<file path="config.mk">
export PLATFORM = sky130hd
export DESIGN_NAME = uart_rx_fifo_flat
export DESIGN_NICKNAME = d
export VERILOG_FILES = /design/src/rtl/uart_rx_fifo_if.sv /design/src/rtl/uart_rx_fifo.sv /design/src/flat_wrapper.sv
export SDC_FILE = /design/constraint.sdc
export NUM_CORES = 1
export LEC_CHECK = 0
export ABC_CLOCK_PERIOD_IN_PS = 4900
export BUFFER_PORTS_ARGS = -buffer_cell sky130_fd_sc_hd__buf_2
export CORE_MARGIN = 2
export CORE_UTILIZATION = 40
export CTS_CLUSTER_SIZE = 24
export DETAILED_ROUTE_END_ITERATION = 10
export MAX_ROUTING_LAYER = met4
export PLACE_DENSITY = 0.62
export SYNTH_ARGS = -nofsm -noshare
export SYNTH_HDL_FRONTEND = slang
export SYNTH_SLANG_ARGS = --single-unit
</file>
<file path="constraint.sdc">
create_clock -name clk_i -period 4.9 [get_ports clk_i]
set_input_delay 0.735 -clock clk_i [delete_from_list [all_inputs] [get_ports clk_i]]
set_output_delay 0.735 -clock clk_i [all_outputs]
set_load 0.02 [all_outputs]
</file>
<file path="src/rtl/uart_rx_fifo_if.sv">
// Handshake bundle between the UART receiver/consumer side and uart_rx_fifo.
// The master modport drives push/pop/clear; the slave modport is the FIFO itself.
interface uart_rx_fifo_if #(
   parameter int unsigned AW = 4
);
   logic          wr_valid;
   logic [7:0]    wr_data;
   logic          rd_en;
   logic          clr_ovf;
   logic          rd_valid;
   logic [7:0]    rd_data;
   logic [AW:0]   count;
   logic          full;
   logic          overflow;

   modport master (
      output wr_valid,
      output wr_data,
      output rd_en,
      output clr_ovf,
      input  rd_valid,
      input  rd_data,
      input  count,
      input  full,
      input  overflow
   );

   modport slave (
      input  wr_valid,
      input  wr_data,
      input  rd_en,
      input  clr_ovf,
      output rd_valid,
      output rd_data,
      output count,
      output full,
      output overflow
   );
endinterface

</file>
<file path="src/rtl/uart_rx_fifo.sv">
// First-word-fall-through byte FIFO behind the UART receiver, with sticky overflow.
// Define UART_FIFO_DROP_OLDEST_EN to overwrite the oldest entry on overflow instead of dropping.
module uart_rx_fifo #(
   parameter int unsigned DEPTH = 16,
   parameter int unsigned AW    = 4
) (
   input  logic          clk_i,
   input  logic          rst_ni,
   uart_rx_fifo_if.slave bus
);

   localparam logic [AW:0]   DepthCnt = (AW+1)'(DEPTH);
   localparam logic [AW:0]   CntOne   = (AW+1)'(1);
   localparam logic [AW-1:0] PtrOne   = AW'(1);

   logic [7:0]    mem_q [DEPTH];
   logic [AW-1:0] wr_ptr_q, wr_ptr_d;
   logic [AW-1:0] rd_ptr_q, rd_ptr_d;
   logic [AW:0]   count_q, count_d;
   logic          ovf_q, ovf_d;

   logic is_full;
   logic is_empty;
   logic pop;
   logic push;
   logic lost;
   logic mem_we;
   logic rd_adv;

   always_comb begin
      is_full  = (count_q == DepthCnt);
      is_empty = (count_q == '0);
      pop      = bus.rd_en && !is_empty;
      // A pop in the same cycle frees a slot, so a full FIFO can still take the push.
      push     = bus.wr_valid && (!is_full || pop);
      lost     = bus.wr_valid && is_full && !pop;
`ifdef UART_FIFO_DROP_OLDEST_EN
      mem_we   = push || lost;
      rd_adv   = pop || lost;
`else
      mem_we   = push;
      rd_adv   = pop;
`endif
   end

   always_comb begin
      wr_ptr_d = wr_ptr_q;
      rd_ptr_d = rd_ptr_q;
      count_d  = count_q;
      ovf_d    = ovf_q;

      if (mem_we) wr_ptr_d = wr_ptr_q + PtrOne;
      if (rd_adv) rd_ptr_d = rd_ptr_q + PtrOne;

      case ({push, pop})
         2'b10:   count_d = count_q + CntOne;
         2'b01:   count_d = count_q - CntOne;
         default: count_d = count_q;
      endcase

      if (lost) begin
         ovf_d = 1'b1;
      end else if (bus.clr_ovf) begin
         ovf_d = 1'b0;
      end
   end

   always_ff @(posedge clk_i or negedge rst_ni) begin
      if (!rst_ni) begin
         wr_ptr_q <= '0;
         rd_ptr_q <= '0;
         count_q  <= '0;
         ovf_q    <= 1'b0;
      end else begin
         wr_ptr_q <= wr_ptr_d;
         rd_ptr_q <= rd_ptr_d;
         count_q  <= count_d;
         ovf_q    <= ovf_d;
      end
   end

   // Storage carries no reset; rd_valid qualifies rd_data.
   always_ff @(posedge clk_i) begin
      if (mem_we) mem_q[wr_ptr_q] <= bus.wr_data;
   end

   always_comb begin
      bus.rd_data  = mem_q[rd_ptr_q];
      bus.rd_valid = !is_empty;
      bus.count    = count_q;
      bus.full     = is_full;
      bus.overflow = ovf_q;
   end

endmodule

</file>
<file path="src/flat_wrapper.sv">
// flat-port wrapper written by rule: the top's interface ports become plain ports
module uart_rx_fifo_flat 
#(
   parameter int unsigned DEPTH = 16,
   parameter int unsigned AW    = 4
)
  (clk_i, rst_ni, bus_wr_valid, bus_wr_data, bus_rd_en, bus_clr_ovf, bus_rd_valid, bus_rd_data, bus_count, bus_full, bus_overflow);
  uart_rx_fifo_if #(.AW(AW)) bus_i ();
  input  logic clk_i;
  input  logic rst_ni;
  input wire logic [$bits(bus_i.wr_valid)-1:0] bus_wr_valid;
  input wire logic [$bits(bus_i.wr_data)-1:0] bus_wr_data;
  input wire logic [$bits(bus_i.rd_en)-1:0] bus_rd_en;
  input wire logic [$bits(bus_i.clr_ovf)-1:0] bus_clr_ovf;
  output wire logic [$bits(bus_i.rd_valid)-1:0] bus_rd_valid;
  output wire logic [$bits(bus_i.rd_data)-1:0] bus_rd_data;
  output wire logic [$bits(bus_i.count)-1:0] bus_count;
  output wire logic [$bits(bus_i.full)-1:0] bus_full;
  output wire logic [$bits(bus_i.overflow)-1:0] bus_overflow;
  assign bus_i.wr_valid = bus_wr_valid;
  assign bus_i.wr_data = bus_wr_data;
  assign bus_i.rd_en = bus_rd_en;
  assign bus_i.clr_ovf = bus_clr_ovf;
  assign bus_rd_valid = bus_i.rd_valid;
  assign bus_rd_data = bus_i.rd_data;
  assign bus_count = bus_i.count;
  assign bus_full = bus_i.full;
  assign bus_overflow = bus_i.overflow;
  uart_rx_fifo #(.DEPTH(DEPTH), .AW(AW)) u_core (.clk_i(clk_i), .rst_ni(rst_ni), .bus(bus_i));
endmodule
</file>
# [Yosys cells after proc, flatten, opt, wreduce, memory -nomap -nowiden]
# Memory sizes are Yosys's and may differ from the RTL's.
# Index checks and enable logic that the tools add are counted.
[word_totals] regBits=14 latch_bits=0 mem_bits_rw=128 rom_bits=0 input_bits=13 out_inout_bits=16 elab_cells=28 mem_count=1
[mem_list] name="u_core.mem_q" words=16 word_bits=8 rd=1 rd_clocked_by_memory_dff=0 wr=1 line="uart_rx_fifo.sv:16" source="logic [7:0] mem_q [DEPTH];"
[op_classes] n_addsub=4 n_mul=0 div=0 magnitude_cmp=0 eq_ne=3 shift=0 muxes=5 n_bitwise=0 reduce_logical=11
[ops] operator="$pmux W5 S2" n=1
[ops] operator="$add A4 B1 Y4 const B" n=2
[ops] operator="$add A5 B1 Y5 const B" n=1
[ops] operator="$eq A5 B5 Y1 const B" n=1
[ops] operator="$logic_not A5 Y1" n=1
[ops] operator="$sub A5 B1 Y5 const B" n=1
[ops] operator="$logic_and A1 B1 Y1" n=4
[ops] operator="$mux W1" n=4
[ops] operator="$reduce_bool A2 Y1" n=2
[ops] operator="$logic_not A1 Y1" n=3
[ops] operator="$eq A2 B1 Y1 const B" n=1
[ops] operator="$eq A2 B2 Y1 const B" n=1
[ops] operator="$logic_or A1 B1 Y1" n=1

# [Logic depth before layout (Yosys ltp)]
[depth] word_depth=7 depth_mapped=8 mapped_depth_nobuf=7

# [Worst setup path before layout]
# No wires, ideal clock.
[synth_timing] kind="reg-to-reg" startpoint="reg u_core.count_q[0], in the netlist u_core.bus.count[0]" endpoint="reg u_core.count_q[4], in the netlist u_core.bus.count[4]" setup_time_ns=0.090 arrival_ns=2.745 required_ns=4.810 slack_ns=2.065 stages_incl_launch_ff=8 n_path_buf=0 synth_period_minus_slack_ns=2.835 path_cell_list="dfrtp_1 > nor4_2 > a21oi_1 > fa_1 > a21o_1 > a21oi_1 > mux2_2 > o221ai_1"
[synth_between] elab_chain_len=7 elab_cells_between_ends=13 classes_between="add/sub: 2; eq/ne: 3; mux: 1; reduce/logical: 7"
[synth_rtl] item="start: declaration" line="uart_rx_fifo.sv:19" source="logic [AW:0] count_q, count_d;"
[synth_rtl] item="start signal: assignment" line="uart_rx_fifo.sv:77" source="count_q <= count_d;"
[synth_rtl] item="$logic_not A5 Y1" line="uart_rx_fifo.sv:32" source="is_empty = (count_q == '0);"
[synth_rtl] item="$logic_not A1 Y1" line="uart_rx_fifo.sv:33" source="pop = bus.rd_en && !is_empty;"
[synth_rtl] item="$logic_and A1 B1 Y1" line="uart_rx_fifo.sv:33"
[synth_rtl] item="$logic_or A1 B1 Y1" line="uart_rx_fifo.sv:35" source="push = bus.wr_valid && (!is_full || pop);"
[synth_rtl] item="$logic_and A1 B1 Y1" line="uart_rx_fifo.sv:35"
[synth_rtl] item="$eq A2 B1 Y1 / $eq A2 B2 Y1 (equally long branches)" line="uart_rx_fifo.sv:55" source="case ({push, pop})"
[synth_rtl] item="$pmux W5 S2 / $reduce_bool A2 Y1 (equally long branches)"
# Parallel ways exist; a longest one is shown, timed or not.
# A chain may end at the register's enable or synchronous reset.

# [Final worst setup path]
[layout_timing] startpoint="reg u_core.rd_ptr_q[0]" endpoint="out bus_rd_data[3]"
[layout_between] elab_chain_len=1
[layout_rtl] item="start: declaration" line="uart_rx_fifo.sv:18" source="logic [AW-1:0] rd_ptr_q, rd_ptr_d;"
[layout_rtl] item="start signal: assignment" line="uart_rx_fifo.sv:76" source="rd_ptr_q <= rd_ptr_d;"
[layout_rtl] item="$mem_v2 Z16 W8"
[layout_rtl] item="end: declaration" line="flat_wrapper.sv:16" source="output wire logic [$bits(bus_i.rd_data)-1:0] bus_rd_data;"
# No other way between the ends.

==> reports/qor.csv <==
metric,value,unit
ys_types,42,
clk_latency,0.42,ns
swShare,30.3,%
wl,12.0,mm
r2r_setup_slack,1.71,ns
path_clk_slew,0.06,ns
start_util,40.6,%
finalClockSkew,0.0129,ns
p_seq_share,40.9,%
cts_setup_buffers,0,
cts_hold_buf,0,
diodes,0,
crit_type,flop to output port,
stdcell_count,533,
ant_nets,0,
status,"complete, no violations",
grt_first_pass_wirelength,18.2,mm
vias,2856,
hold_viol_final,0,
p_per_area,609,nW/um^2
synth_xor_area_share,1.20,%
drive_above_1_share,30.4,%
synthesis.area,5860,um^2
nFillCells,1195,
grt_pass1_vias,3031,
synth_compound_area_share,2.93,%
finalSetupViolations,0,
ir_drop,0.382,mV
crit_required,4.16,ns
met3_length,674,um
drt_iter0_markers,256,
reg2reg_depth,7,
synth-seq-cells,142,
areaGrowthSynthToFinish,15.6,%
final_nets,358,
ctsResizeCount,0,
power_frac_comb,28.5,%
drv_slew,0,
ys_warn_count,0,
yosys-mux-area-fraction,16.3,%
synth_seq_area_share,71.6,%
hp-class,input pin to async pin,
cts_tree,done,
wl_met1,5.25,mm
die-area,15600,um^2
rsz0062_at_grt,false,
antenna_found_initial,0,
top_layer,met4,
syn_area_per_cell,19.5,um^2
die_y,125,um
syn_inst,300,
dr.pass1.iters,4,
cp.arrival,2.87,ns
cts_inserted_buffers,17,
fp.dieW,125,um
synth_top_family_by_area,multiplexers,
setup_tns,0,ns
io_pins,29,
met2_length,5.98,mm
total_power,4.13,mW
postLayoutSetupSlackWorst,1.30,ns
pre_cts_slack,1.66,ns
h-tree-depth,4,
gp_congestion,0.791,
netSwitchingPower,1.25,mW
r2r-start,u_core.bus.count[0],
cts_sinks,142,
numPortBuffers,28,
grt_start_max_net_pins,36,
clockPowerShare,30.6,%
slew_headroom,24.8,%
p_int,2.88,mW
dpl.hpwl,7.26,mm
core-area,14400,um^2
synth-simple-area-share,4.04,%
wl_per_cell,22.5,um
fp-row-count,44,
fmax,278,MHz
clockBufferDepth,2,
worstMarginPinSlew,1.12,ns
grt.total_usage,16.9,%
p_leak,2.28,nW
synth_fp_nets,322,
root_buffer,clkbuf_16,
endpoint_kind,output port,
worstSetupStartpointType,flop,
vias_per_cell,5.36,
drc,0,
finalCritPeriodShare,73.5,%
final_core_util,46.9,%
synthAdderAreaFrac,2.05,%
dp_cells,501,
critPathMaxFanout,21,
r2r_end,u_core.bus.count[4],
drv_cap,0,
finalCriticalPeriod,3.60,ns
gr-total-overflow,0,
[placed cells by master (no fill, tap or decap), types with 2 or more instances in the layout]
master       n
o21ai_0      2
bufinv_16    2
nor3_1       4
o22ai_1      3
ha_1         8
mux2_2       2
buf_2       28
nand2b_1     5
clkbuf_16   17
nand2_1     11
clkinv_2     2
mux4_2      40
nor2_1      18
nand4_1      2
xnor2_1      7
clkbuf_1     4
inv_1        5
dfrtp_1     13
nor2b_1      2
a211o_1      2
mux2i_1      3
buf_4        6
edfxtp_1   128
a21oi_1      8
clkbuf_8     5
[metal layers]
metal  vias up  global-route usage, %
li1       1290                      -
met1      1483                   21.4
met2        78                   26.3
met3         5                   5.05
met4         0                   5.49
met5         -                      -
[synthesized netlist by cell type, drive strengths merged]
library cell  number  area [um^2]
a21boi             2         15.0
inv                5         18.8
nand3              1         5.00
nand4              2         12.5
nor2              18         67.6
fa                 1         20.0
mux2i              3         30.0
mux2               2         22.5
nor4               2         18.8
a221oi             1         8.76
nand2             12         52.6
o21ai              2         10.0
ha                 8          100
o22ai              3         18.8
o41ai              1         8.76
or4                1         7.51
o211ai             1         7.51
o21a               1         7.51
o221ai             1         8.76
and3b              1         8.76
edfxtp           128         3840
xor2               1         8.76
a211oi             1         7.51
a211o              2         17.5
mux4              40          901
a21o               1         7.51
buf               11         68.8
nor2b              2         12.5
dfrtp             14          350
o31ai              1         7.51
xnor2              7         61.3
nand2b             5         31.3
nor3               4         20.0
a21oi              8         40.0
a31oi              1         6.26
clkbuf             6         22.5
[worst max-delay path, cell delays in order (launching register included)]
cell     delay [ns]
dfrtp_2        0.80
buf_4          0.41
mux4_2         0.54
mux4_2         0.50
buf_2          0.18
[sequential cells by signal (all words and copies together) (netlist names)]
| signal | cells |
|---|---|
| u_core.mem_q | 128 |
| u_core.bus.count | 5 |
| u_core.rd_ptr_q | 4 |
| u_core.wr_ptr_q | 4 |
| u_core.bus.overflow | 1 |
[area by class of cell]
type | count | area (um^2) | area share, %
Multi-Input combinational cell | 136 | 1550 | 22.9
Sequential cell | 142 | 4200 | 62.0
Timing Repair Buffer | 34 | 185 | 2.73
Tap cell | 184 | 230 | 3.40
Clock buffer | 26 | 509 | 7.52
Inverter | 5 | 18.8 | 0.277
Clock inverter | 6 | 81.3 | 1.20
[power groups by stage]
stage / Sequential (mW) / Combinational, mW / Clock, mW
floorplan: 1.59 / 0.983 / 0
global placement: 1.71 / 1.17 / 0
detailed placement: 1.72 / 1.19 / 0
CTS: 1.69 / 1.19 / 1.29
global route: 1.72 / 1.27 / 1.34
finish: 1.69 / 1.18 / 1.26
[metrics by stage]
stage,hold slack (ns),cell area (um^2)
after floorplan,0.439,5860
after global placement,0.522,6180
after detailed placement,0.526,6180
after CTS,0.220,6770
after global routing,0.225,6770
final,0.222,6770
[worst max path at each step]
| stage | start | to | slack [ns] | cells past startpoint |
|---|---|---|---|---|
| floorplan | u_core.bus.count[0] | u_core.bus.count[4] | 2.06 | 7 |
| detailed placement | u_core.rd_ptr_q[0] | bus_rd_data[3] | 1.66 | 4 |
| finish | u_core.rd_ptr_q[0] | bus_rd_data[3] | 1.30 | 4 |
| CTS | u_core.rd_ptr_q[0] | bus_rd_data[3] | 1.20 | 4 |
| global placement | u_core.rd_ptr_q[0] | bus_rd_data[3] | 1.69 | 4 |
| global route | u_core.rd_ptr_q[0] | bus_rd_data[3] | 1.09 | 4 |
[kinds of logic after synthesis]
group                    count (synthesis)
adder cells (fa/ha/maj)                  9
flip-flops                             142
buffers and inverters                   22
AND/OR/NAND/NOR                         48
AO/OA/AOI/OAI                           26
multiplexers                            45
XOR/XNOR                                 8
(Power assumes the default switching activity.)
